File: config.mk
export PLATFORM = sky130hd
export DESIGN_NAME = ctrl_fsm
export DESIGN_NICKNAME = d
export VERILOG_FILES = /design/src/rtl/ctrl_fsm.sv
export SDC_FILE = /design/constraint.sdc
export NUM_CORES = 1
export LEC_CHECK = 0
export ABC_AREA = 1
export CAP_MARGIN = 20
export CELL_PAD_IN_SITES_DETAIL_PLACEMENT = 0
export CELL_PAD_IN_SITES_GLOBAL_PLACEMENT = 1
export CORE_ASPECT_RATIO = 0.7
export CORE_MARGIN = 2
export CORE_UTILIZATION = 27
export DETAILED_ROUTE_END_ITERATION = 10
export GPL_ROUTABILITY_DRIVEN = 0
export PLACE_DENSITY_LB_ADDON = 0.1
export SETUP_SLACK_MARGIN = 0.02
export SLEW_MARGIN = 20
export SYNTH_ARGS = -nofsm -noshare
export SYNTH_HDL_FRONTEND = slang
export SYNTH_SLANG_ARGS = --single-unit
export TNS_END_PERCENT = 10
File: constraint.sdc
create_clock -name Clk -period 1.5 [get_ports Clk]
set_input_delay 0.45 -clock Clk [delete_from_list [all_inputs] [get_ports Clk]]
set_output_delay 0.45 -clock Clk [all_outputs]
set_load 0.01 [all_outputs]
File: src/rtl/ctrl_fsm.sv
// ctrl_fsm: multi-cycle control sequencer for the 9-bit ISA datapath.
// Inputs : Clk, Reset (sync, active-high), start, mach_code[IW], mem_ready, alu_zero.
// Outputs: Aluop, Ra, Rb, Wd, Jptr (decoded fields); WenR, WenD, Ldr, Str (enables);
//          pc_en, jump_en (PC control); busy, done, illegal (status); instr_count[CW].
// Option : CTRL_COND_JUMP_EN makes J conditional on alu_zero sampled in EXEC.
module ctrl_fsm #(
    parameter int IW  = 9,
    parameter int OPW = 4,
    parameter int RAW = 2,
    parameter int JPW = 3,
    parameter int CW  = 16
) (
    input  logic           Clk,
    input  logic           Reset,
    input  logic           start,
    input  logic [IW-1:0]  mach_code,
    input  logic           mem_ready,
    input  logic           alu_zero,
    output logic [OPW-1:0] Aluop,
    output logic [RAW-1:0] Ra,
    output logic [RAW-1:0] Rb,
    output logic [RAW-1:0] Wd,
    output logic [JPW-1:0] Jptr,
    output logic           WenR,
    output logic           WenD,
    output logic           Ldr,
    output logic           Str,
    output logic           pc_en,
    output logic           jump_en,
    output logic           busy,
    output logic           done,
    output logic           illegal,
    output logic [CW-1:0]  instr_count
);
    localparam logic [OPW-1:0] OP_ADD  = OPW'(0);
    localparam logic [OPW-1:0] OP_ADDI = OPW'(1);
    localparam logic [OPW-1:0] OP_RS   = OPW'(3);
    localparam logic [OPW-1:0] OP_LS   = OPW'(5);
    localparam logic [OPW-1:0] OP_AND  = OPW'(6);
    localparam logic [OPW-1:0] OP_OR   = OPW'(7);
    localparam logic [OPW-1:0] OP_XOR  = OPW'(8);
    localparam logic [OPW-1:0] OP_LD   = OPW'(9);
    localparam logic [OPW-1:0] OP_STR  = OPW'(10);
    localparam logic [OPW-1:0] OP_J    = OPW'(11);
    localparam logic [OPW-1:0] OP_HALT = OPW'(15);

    typedef enum logic [2:0] {IDLE, FETCH, EXEC, MEM, HALT} state_t;

    state_t         state, state_nx;
    logic [IW-1:0]  ir;
    logic [OPW-1:0] op;
    logic [RAW-1:0] ra_f, rb_f;
    logic [JPW-1:0] jp_f;
    logic           is_alu, is_ld, is_str, is_j, is_halt, is_legal;
    logic           active, take_jump;

    assign op   = ir[OPW-1:0];
    assign ra_f = ir[OPW+RAW-1:OPW];
    assign rb_f = ir[OPW+2*RAW-1:OPW+RAW];
    assign jp_f = ir[OPW+JPW-1:OPW];

    assign is_alu   = op inside {OP_ADD, OP_ADDI, OP_RS, OP_LS, OP_AND, OP_OR, OP_XOR};
    assign is_ld    = op == OP_LD;
    assign is_str   = op == OP_STR;
    assign is_j     = op == OP_J;
    assign is_halt  = op == OP_HALT;
    assign is_legal = is_alu | is_ld | is_str | is_j | is_halt;

`ifdef CTRL_COND_JUMP_EN
    assign take_jump = alu_zero;
    logic unused_bits;
    assign unused_bits = ^ir;
`else
    assign take_jump = 1'b1;
    logic unused_bits;
    assign unused_bits = ^{ir, alu_zero};
`endif

    always_ff @(posedge Clk) begin
        if (Reset) begin
            state       <= IDLE;
            ir          <= '0;
            illegal     <= 1'b0;
            instr_count <= '0;
        end else begin
            state <= state_nx;
            if (state == FETCH) ir <= mach_code;
            if (state == EXEC && !is_legal) illegal <= 1'b1;
            if (pc_en) instr_count <= instr_count + CW'(1);
        end
    end

    always_comb begin
        state_nx = state;
        case (state)
            IDLE:    state_nx = start ? FETCH : IDLE;
            FETCH:   state_nx = EXEC;
            EXEC:    state_nx = (is_ld | is_str) ? MEM : is_halt ? HALT : FETCH;
            MEM:     state_nx = mem_ready ? FETCH : MEM;
            HALT:    state_nx = HALT;
            default: state_nx = IDLE;
        endcase
    end

    // Decoded fields are only visible while the instruction is executing;
    // mem_ready and alu_zero qualify the retire/jump pulses in the same cycle
    // so that a ready memory costs no extra cycle.
    always_comb begin
        active  = state inside {EXEC, MEM};
        Aluop   = active ? op : '0;
        Ra      = active ? ra_f : '0;
        Rb      = active ? rb_f : '0;
        Wd      = (active && is_str) ? ra_f : '0;
        Ldr     = active && is_ld;
        Str     = active && is_str;
        WenD    = active && is_str;
        WenR    = (state == EXEC && is_alu) || (state == MEM && is_ld && mem_ready);
        pc_en   = (state == EXEC && !(is_ld || is_str)) || (state == MEM && mem_ready);
        jump_en = state == EXEC && is_j && take_jump;
        Jptr    = jump_en ? jp_f : '0;
        busy    = state inside {FETCH, EXEC, MEM};
        done    = state == HALT;
    end
endmodule

Word level (Yosys, flattened, before mapping)
Index checks and enable logic that the tools add are counted.
{ "totals": {"ff_bits": 28, "in_bits": 14, "out_inout_bits": 38, "wordCells": 53} }
{ "classes": {"addsub": 1, "n_eq_ne": 14, "n_mux": 10, "bitwise": 5, "n_reduce_logical": 19} }
{ "ops": {"columns": ["operator", "n"], "rows": [
  ["equality test 4 bit, second input constant", 5],
  ["adder 16 x 1 -> 16 bit, second input constant", 1],
  ["one-hot mux 3 bit (5 select lines)", 1],
  ["equality test 4 x 3 -> 1 bit, second input constant", 3],
  ["logical AND 1 bit", 9],
  ["two-way mux 3 bit", 3],
  ["two-way mux 2 bit", 4],
  ["nonzero test 7 bit", 1],
  ["equality test 3 x 2 -> 1 bit, second input constant", 2],
  ["OR 1 bit", 5],
  ["equality test 4 x 1 -> 1 bit, second input constant", 1],
  ["equality test 4 x 2 -> 1 bit, second input constant", 1],
  ["zero test 4 bit", 1],
  ["two-way mux 4 bit", 1],
  ["equality test 3 x 1 -> 1 bit, second input constant", 1],
  ["equality test 3 bit, second input constant", 1],
  ["zero test 3 bit", 1],
  ["logical OR 1 bit", 3],
  ["nonzero test 3 bit", 1],
  ["zero test 1 bit", 2],
  ["nonzero test 2 bit", 1],
  ["two-way mux 1 bit", 1]
]} }

Logic depth before layout (Yosys ltp)
Gate-level depths: netlist of run 1.
{ "logic_depth": {"depth_word": 8, "ltp_mapped": 9, "depth_no_buf": 8} }

Worst setup path before layout of run 1
No wires, ideal clock.
{ "synth_timing": {"path_type": "reg-to-output", "from": "reg state[2]", "to": "out WenD", "arrival_ns": 1.094, "t_required_ns": 1.050, "setup_slack_ns": -0.044, "path_stages_with_launch": 6, "path_buffers": 2, "cell_sequence": "dfxtp_1 > inv_1 > nand2_2 > clkbuf_1 > nor2_1 > buf_4"} }
{ "synth_via": {"elab_chain_len": 3, "elab_cells_between_ends": 4, "classes_between": "eq/ne: 2; reduce/logical: 2"} }
{ "synth_lines": {"columns": ["item", "line_no", "rtl"], "rows": [
  ["from (decl)", "49", "state_t state, state_nx;"],
  ["from (signal assigned)", "86", "state <= state_nx;"],
  ["equality test 3 x 2 -> 1 bit", "109", "active = state inside {EXEC, MEM};"],
  ["nonzero test 2 bit (*)", "109", null],
  ["logical AND 1 bit (*)", null, null],
  ["to (decl)", "25", "output logic WenD,"]
]} }
Every way passes the cells marked *; elsewhere a longest branch is shown, timed or not.

Worst setup path after layout of run 1
{ "layout_timing": {"from": "reg state[2]", "to": "out pc_en"} }
{ "layout_via": {"elab_chain_len": 3, "elab_cells_between_ends": 5, "classes_between": "eq/ne: 2; reduce/logical: 3"} }
{ "layout_lines": {"columns": ["item", "line_no", "rtl"], "rows": [
  ["equality test 3 x 2 -> 1 bit", "118", "pc_en = (state == EXEC && !(is_ld || is_str)) || (state == MEM && mem_ready);"],
  ["logical AND 1 bit", "118", null],
  ["logical OR 1 bit (*)", "118", null],
  ["to (decl)", "28", "output logic pc_en,"]
]} }
Marks and branches as above.

==> results of run 1 <==
[path summary, 6_finish.rpt]
check                                       to     start  depth (start not counted)  slack [ps]
worst max-delay path                     pc_en  state[2]                          8        -240
worst min-delay path                     ir[7]     ir[7]                          2         460
worst max register to register  instr_count[6]  state[2]                         12          20
worst min register to register           ir[7]     ir[7]                          2         460
[where the power goes]
group | switching (mW) | total [mW] | internal [mW]
Sequential | 0.0358 | 0.819 | 0.783
Clock | 0.257 | 0.492 | 0.236
Combinational | 0.238 | 0.457 | 0.219
[cells in the final DEF, fill, tap and decap left out, drive strengths merged]
| cell | netlist | layout |
|---|---|---|
| inv | 24 | 24 |
| a21oi | 28 | 28 |
| buf | 6 | 57 |
| nand3 | 25 | 25 |
| o21ai | 8 | 8 |
| dlygate4sd2 | 0 | 19 |
| nand2 | 44 | 44 |
| nor2 | 48 | 48 |
| nor3 | 8 | 8 |
| clkdlybuf4s15 | 0 | 3 |
| dfxtp | 28 | 28 |
| clkdlybuf4s50 | 0 | 10 |
| clkbuf | 3 | 4 |
| ha | 1 | 1 |
| o22ai | 2 | 2 |
| nand3b | 1 | 1 |
[area by class of cell]
class                   count  area share
inverters                  24      0.0371
flip-flops and latches     28       0.239
multi-input cells         165       0.363
well taps                  72      0.0371
clock buffers               4      0.0227
repair buffers             89       0.301
[routing by layer]
metal	global-route usage	vias to the layer above	routed length, um	share of wire
li1	-	894	-	-
met3	0.0353	5	186	0.044
met5	0	-	0	0
met4	0.0331	0	33	0.0078
met1	0.214	732	2380	0.56
met2	0.198	29	1620	0.38
[worst reg2reg max path, delay by kind of cell, from the launching register on]
family	cells	cell delay, ps
AND/OR/NAND/NOR	7	490
buffers and inverters	5	550
flip-flops	1	340
[cell families after synthesis]
group                    count (synthesis)  synth area share
AND/OR/NAND/NOR                        126             0.382
flip-flops                              28             0.375
AO/OA/AOI/OAI                           38             0.129
buffers and inverters                   33             0.106
adder cells (fa/ha/maj)                  1           0.00837
[timing repair]
action,in CTS,in global routing
pin swaps,4,3
cloned,0,0
resized for setup,119,28
setup endpoints to repair,51,39
buffers inserted,3,1
[sequential cells by signal, summed over array words and instances, names as in the netlist]
name	cells
illegal	1
instr_count	16
ir	8
state	3
[stage by stage]
step,hold WS [ps],instances,instance area [um2],power (mW)
6_report,458,382,2430,1.77
5_1_grt,487,382,2430,1.87
4_1_cts,461,381,2340,1.75
3_5_place_dp,445,374,2290,1.23
3_3_place_gp,441,374,2290,1.23
2_1_floorplan,430,226,1500,1.04
==> results list, run 1 <==
* Clock period minus final worst setup slack: 1740 ps
* Final setup violation count: 21
* Final Cycle Share: 1.16
- During synthesis, Yosys emitted a total of 0 warnings.
* Library cells used by synthesis: 22
* Number of global-route vias before repair: approximately 1,500
- DP Worst Slack: -762 ps
- Register area share after synthesis: 0.375
- Mean Syn Cell Area: between 6 and 7 um2
- Total routed wirelength: around 4.2 mm
- Antenna violations before repair: 0
- Post-Syn Instances: 226
- Number of buffers added on ports: 49
- For this design the top-level I/O count stands at 52.
- Standard cell core area: 5290 um2
- Top Family by Delay on Critical Path: buffers and inverters
- After synthesis the cells add up to 1500 um2.
- CTS built an H-tree with a depth of 1.
- Final count of hold timing violations: 0
* Worst stage delay on the critical path: 340 ps
* CP Data Arrival Time: between 1000 and 1500 ps
- The first TritonRoute pass finished after 4 iterations.
- Most instantiated cells after synthesis: 44 x nor2_1, 39 x nand2_1, 28 x a21oi_1, 28 x dfxtp_1, 24 x nand3_1
- Violated checks: negative setup slack
- The critical path in this run is classified as flip-flop to output port.
* DRC errors left: 0
- Status: finished with violations
* Async set-reset flop share out of synthesis: 0
* Final TNS setup: -3250 ps
- The clock arrives with about 6.3 ps of skew.
- Clock tree synthesis inserted a total of 3 buffers.
- Count of routing violations after the opening detailed-route iteration: 46
- Slew at the pin with the worst max-slew slack: ~330 ps
* Number of buffers inserted by hold repair at cts: 0
- Kind of capture point of the worst setup path: output port
- Dividing the detail-routed wire length by the instance count gives between 10 and 15 um.
- After floorplanning, the core was divided into 22 placement rows.
- Post-route worst setup slack: -239 ps
- Hold/Removal Path Class: flip-flop to flip-flop
- In the routed layout, each cell is associated on average with a via count of 4.35.
- Together, buffers and inverters on the worst path number 4.
- Footprint of the multi-input gates: 881 um2
* Power Dens Cells: 728 nW/um2
- The layout has 580 filler cells.
* Highest fanout seen on the critical path: 3
- The signal on the critical path passes through inv_2 -> nand2_4 -> nor2_4 -> buf_6 -> buf_6 -> nand2_4 -> nand2_4 -> buf_6.
* Worst slew margin relative to its limit: 0.780
* Share of final-layout standard cells stronger than drive strength 1: 0.368
- Utilization of the core after routing: 0.460
- Clock Tree Buf Depth: 2
* Sum of net half-perimeters after detailed placement: 3.14 mm
* Die Footprint: a little over 6000 um2
- Cell chosen for the clock root: clkbuf_8
* Ranking of synthesized cells by area: dfxtp_1 37%, nor2_1 11%, nand2_1 9.8%, a21oi_1 9.4%, nand3_1 8.0%
* # diodes: 0
* Worst Setup Start Kind: flip-flop
- Highest clock frequency the design can meet: 0.575 GHz
- Die extent in y: 66.3 um
* Syn Nets: 241
- Unrepaired setup endpoints after global routing: yes
* Sequential cell area in the final layout: 581 um2
* Required time reported for the critical path endpoint: 1050 ps
- Summed over all cells, the static leakage comes to approximately 1.1 nW.
- Critical-path cell with the highest stage delay: dfxtp_2
* Horizontal die dimension: 92.9 um
- Of all cell types, the one taking the most synthesized area is dfxtp_1.
- Number of nets at the end of the flow: ~330
- Vias: 1,660
- Entering global routing, the biggest net connects 30 pins.
* Most used standard cell by instance count after synthesis: nor2_1
* Total GRT Usage: 0.142
- Worst voltage drop across the vdd grid: 0.320 mV
- The first global-routing pass estimated 6.88 mm of wire.
* Number of maximum-capacitance constraint violations: 0
- For the worst-skew pair, the clock arrives at the later sink with an insertion delay of around 280 ps.
* Synth Flop Type: dfxtp_1
- The count of final max-slew check failures came to 0.
- Yosys mapped a number of flops with a built-in enable equal to 0.
* Starting utilization of the core area: 0.283
* CTS clock-pin slew for the worst setup and hold paths: 100 ps
* Post-synth top area share: 0.375
* Number of register bits inferred by synthesis: 28
- Overflow left after global routing: 0
- Clock tree from TritonCTS: done
* Clock Sinks: 28
- The detail route stage leaves a number of antenna-violating nets equal to 0.
- Relative to the synthesized area, the layout overhead comes to 62.4%.
Note: power is estimated with default switching activity, not from simulation.
==> run 2, diff against run 1 <==
Settings changed: CORE_UTILIZATION 27 to 28, CTS_BUF_LIST set to sky130_fd_sc_hd__clkbuf_8, HOLD_SLACK_MARGIN set to 0.02.
==> run 2 against run 1 <==
Net effect: the run still ends with negative setup slack left; non-clock buffer count grew 4; cell area grew 0.62%; via count grew 1.6%; register-to-register slack gained 60 ps; critical path type unchanged.
==> results list, run 2 (synthesized netlist as in run 1, its figures left out) <==
* Status: finished with violations
- The final reports fail on negative setup slack.
* Standard cell core area: 5200 um2 (-1.6%)
- The aggregate routed wire length is 4.29 mm (+1.6%).
- The overall track demand over capacity in global routing is 0.157 (+0.0148).
- The number of hold buffers added after CTS is 0 (unchanged).
- The total of endpoints with negative setup slack in the final report was 21 (unchanged).
* Sum of net half-perimeters after detailed placement: 3.16 mm (+0.51%)
- Final TNS setup: -3040 ps (+208 ps)
- Overflow left after global routing: 0 (unchanged)
- Reg2Reg Depth: 11 (-1)
- The number of cells on the critical path was 8 (unchanged).
- The placement row count is 22 (unchanged).
* Slew Viols, Final: 0 (unchanged)
- Worst hold-check slack: 453 ps (-4.74 ps)
* Pin count of the biggest net entering global routing: 30 (unchanged)
* Commonest cells after routing, fill and taps aside: 38 x buf_4, 36 x nor2_1, 35 x nand2_1
* Hold/Removal Path Class: flip-flop to flip-flop
* Via/cell ratio: 4.37 (+0.51%)
* Cell chosen for the clock root: clkbuf_8
* Commonest non-fill, non-tap cell in the layout: buf_4
- Worst Hold Path Cells: 2 (unchanged)
- Flip-flop count of the largest register, all copies and words added: 16 (unchanged)
- The total number of vias is 1,686 (+1.6%).
- The worst setup path is launched from a flip-flop.
- The worst slew slack as a fraction of its limit is 0.759 (-0.0205).
* Setup CP Type: flip-flop to output port
- The maximum count of clock buffers along a single path was 2 (unchanged).
* CP Data Arrival Time: 1330 ps (+40 ps)
- The count of routing violations after the opening detailed-route iteration was 49 (+6.5%).
* Start of the worst register-to-register path: state[2]
- Most flop-heavy register: instr_count
- The peak ir drop on the vdd network came to 0.344 mV (+7.4%).
* # H-tree levels: 1 (unchanged)
* Number of buffers added on ports: 49 (unchanged)
* # diodes: 0 (unchanged)
* Number of CTS-inserted buffers: 3 (unchanged)
* Final count of hold timing violations: 0 (unchanged)
* Horizontal die dimension: 91.3 um (-1.7%)
- Post-route worst setup slack: -285 ps (-45.7 ps)
* I/O pin count: 52 (unchanged)
- The top fanout value on the critical path came to 3 (unchanged).
* Insertion delay to the later sink of the worst-skew pair: 280 ps (about the same)
* Antenna Nets Post-Route: 0 (unchanged)
- The die outline height came to 65.1 um (-1.7%).
- The number of sinks handled by clock tree synthesis is 28 (unchanged).
- Number of nets at the end of the flow: 330 (+1.2%)
* CTS clock-pin slew for the worst setup and hold paths: 100 ps (about the same)
* Highest clock frequency the design can meet: 0.560 GHz (-2.6%)
- Share of final-layout standard cells stronger than drive strength 1: 0.385 (+0.0176)
* Clock tree from TritonCTS: done
- Power Dens Cells: 727 nW/um2 (about the same)
- From synthesis to final layout, the design area changed by 63.4%.
* Unrepaired setup endpoints after global routing: yes
- Traced cell by cell, the critical path runs through inv_2 -> nand2_4 -> buf_6 -> nor2_4 -> nand2_2 -> buf_6 -> nand2_4 -> buf_6.
- Average detailed-routed wire length per instance: 11.1 um (+0.53%)
- The worst hold path begins at illegal.
* Number of maximum-capacitance constraint violations: 0 (unchanged)
- The global-route wire length before repair is 7.55 mm (+9.7%).
- The largest registers in the layout are instr_count x16, ir x8, state x3.
- Placed cell area: 2290 um2 (-0.22%)
- The count of buffer and inverter cells on the critical path was 4 (unchanged).
- Die Footprint: 5950 um2 (-3.4%)
* Final Cycle Share: 1.19 (+0.0305)
- The critical path starts at state[2].
- The leakage power came to 1.13 nW (+1.2%).
- First-pass iteration count of the detailed router: 4 (unchanged)
- Number of global-route vias before repair: 1,639 (+12%)
- Antenna violations before repair: 0 (unchanged)
* Most used cell, CP: buf_6
- The data required time at the worst endpoint was 1050 ps (about the same).
* Clock period minus final worst setup slack: 1780 ps (+45.7 ps)
- The summed area of non-filler cells in the final layout came to 2440 um2 (+0.62%).
- The delay of the slowest critical-path stage came to 340 ps (about the same).
- The transition time at the pin with the least slew margin came to 359 ps (+30.5 ps).
- Starting utilization of the core area: 0.287 (+0.00449)
- STA classifies the critical path endpoint as an output port.
- The DRC violations left is 0 (unchanged).
* Clk_skew: 8.80 ps (+2.53 ps)
* Top Family by Delay on Critical Path: buffers and inverters
* Critical-path cell with the highest stage delay: dfxtp_2
-- run 2: changes by cell type in the layout (fill, tap and decap cells not counted), moves of 2 or more --
cell / before / now
dfxtp_2: 10 / 14
nand2_2: 3 / 5
buf_4: 34 / 38
inv_2: 7 / 5
dfxtp_1: 16 / 13
-- run 2: layer usage --
metal,share of wire,vias up,global-route usage
met3,0.037,2,0.0367
met5,0,-,0
met4,0.0042,0,0.0227
met2,0.43,25,0.256
met1,0.53,753,0.217
li1,-,906,-
-- run 2: path summary, 6_finish.rpt --
check        slack (ps)              end
max                -280            pc_en
min                 450          illegal
max reg2reg          80  instr_count[14]
min reg2reg         450          illegal
-- run 2: layout make-up --
cell class              count  area, um2
clock buffers               4       55.1
fillers                   550       2760
flip-flops and latches     28        582
well taps                  72       90.1
repair buffers             93        747
inverters                  24       92.6
multi-input cells         165        877
-- run 2: per-stage QoR --
step / power (mW) / utilization / setup slack, ps / std cells
after global placement: 1.24 / 0.440 / -732 / 375
after CTS: 1.77 / 0.463 / -303 / 385
after detailed placement: 1.24 / 0.440 / -716 / 375
after floorplan: 1.04 / - / 49.4 / 226
final: 1.78 / 0.470 / -285 / 386
after global routing: 1.88 / 0.470 / -363 / 386
-- run 2: power by group --
group          total, mW  internal (mW)  leakage [nW]  switching (mW)
Combinational      0.481          0.237         0.871           0.244
Clock              0.481          0.235        0.0288           0.246
Sequential         0.815          0.783         0.235          0.0324
-- run 2: what timing repair did --
action                     4_1_cts  5_1_grt
buffers inserted                 6        1
pin swaps                        6        8
gates resized for setup        116       36
setup endpoints to repair       54       42
-- run 2: worst min-delay path, stage by stage, from the launching register on --
cell and delay (ps):
dfxtp_1 320, inv_1 40, a21oi_1 50
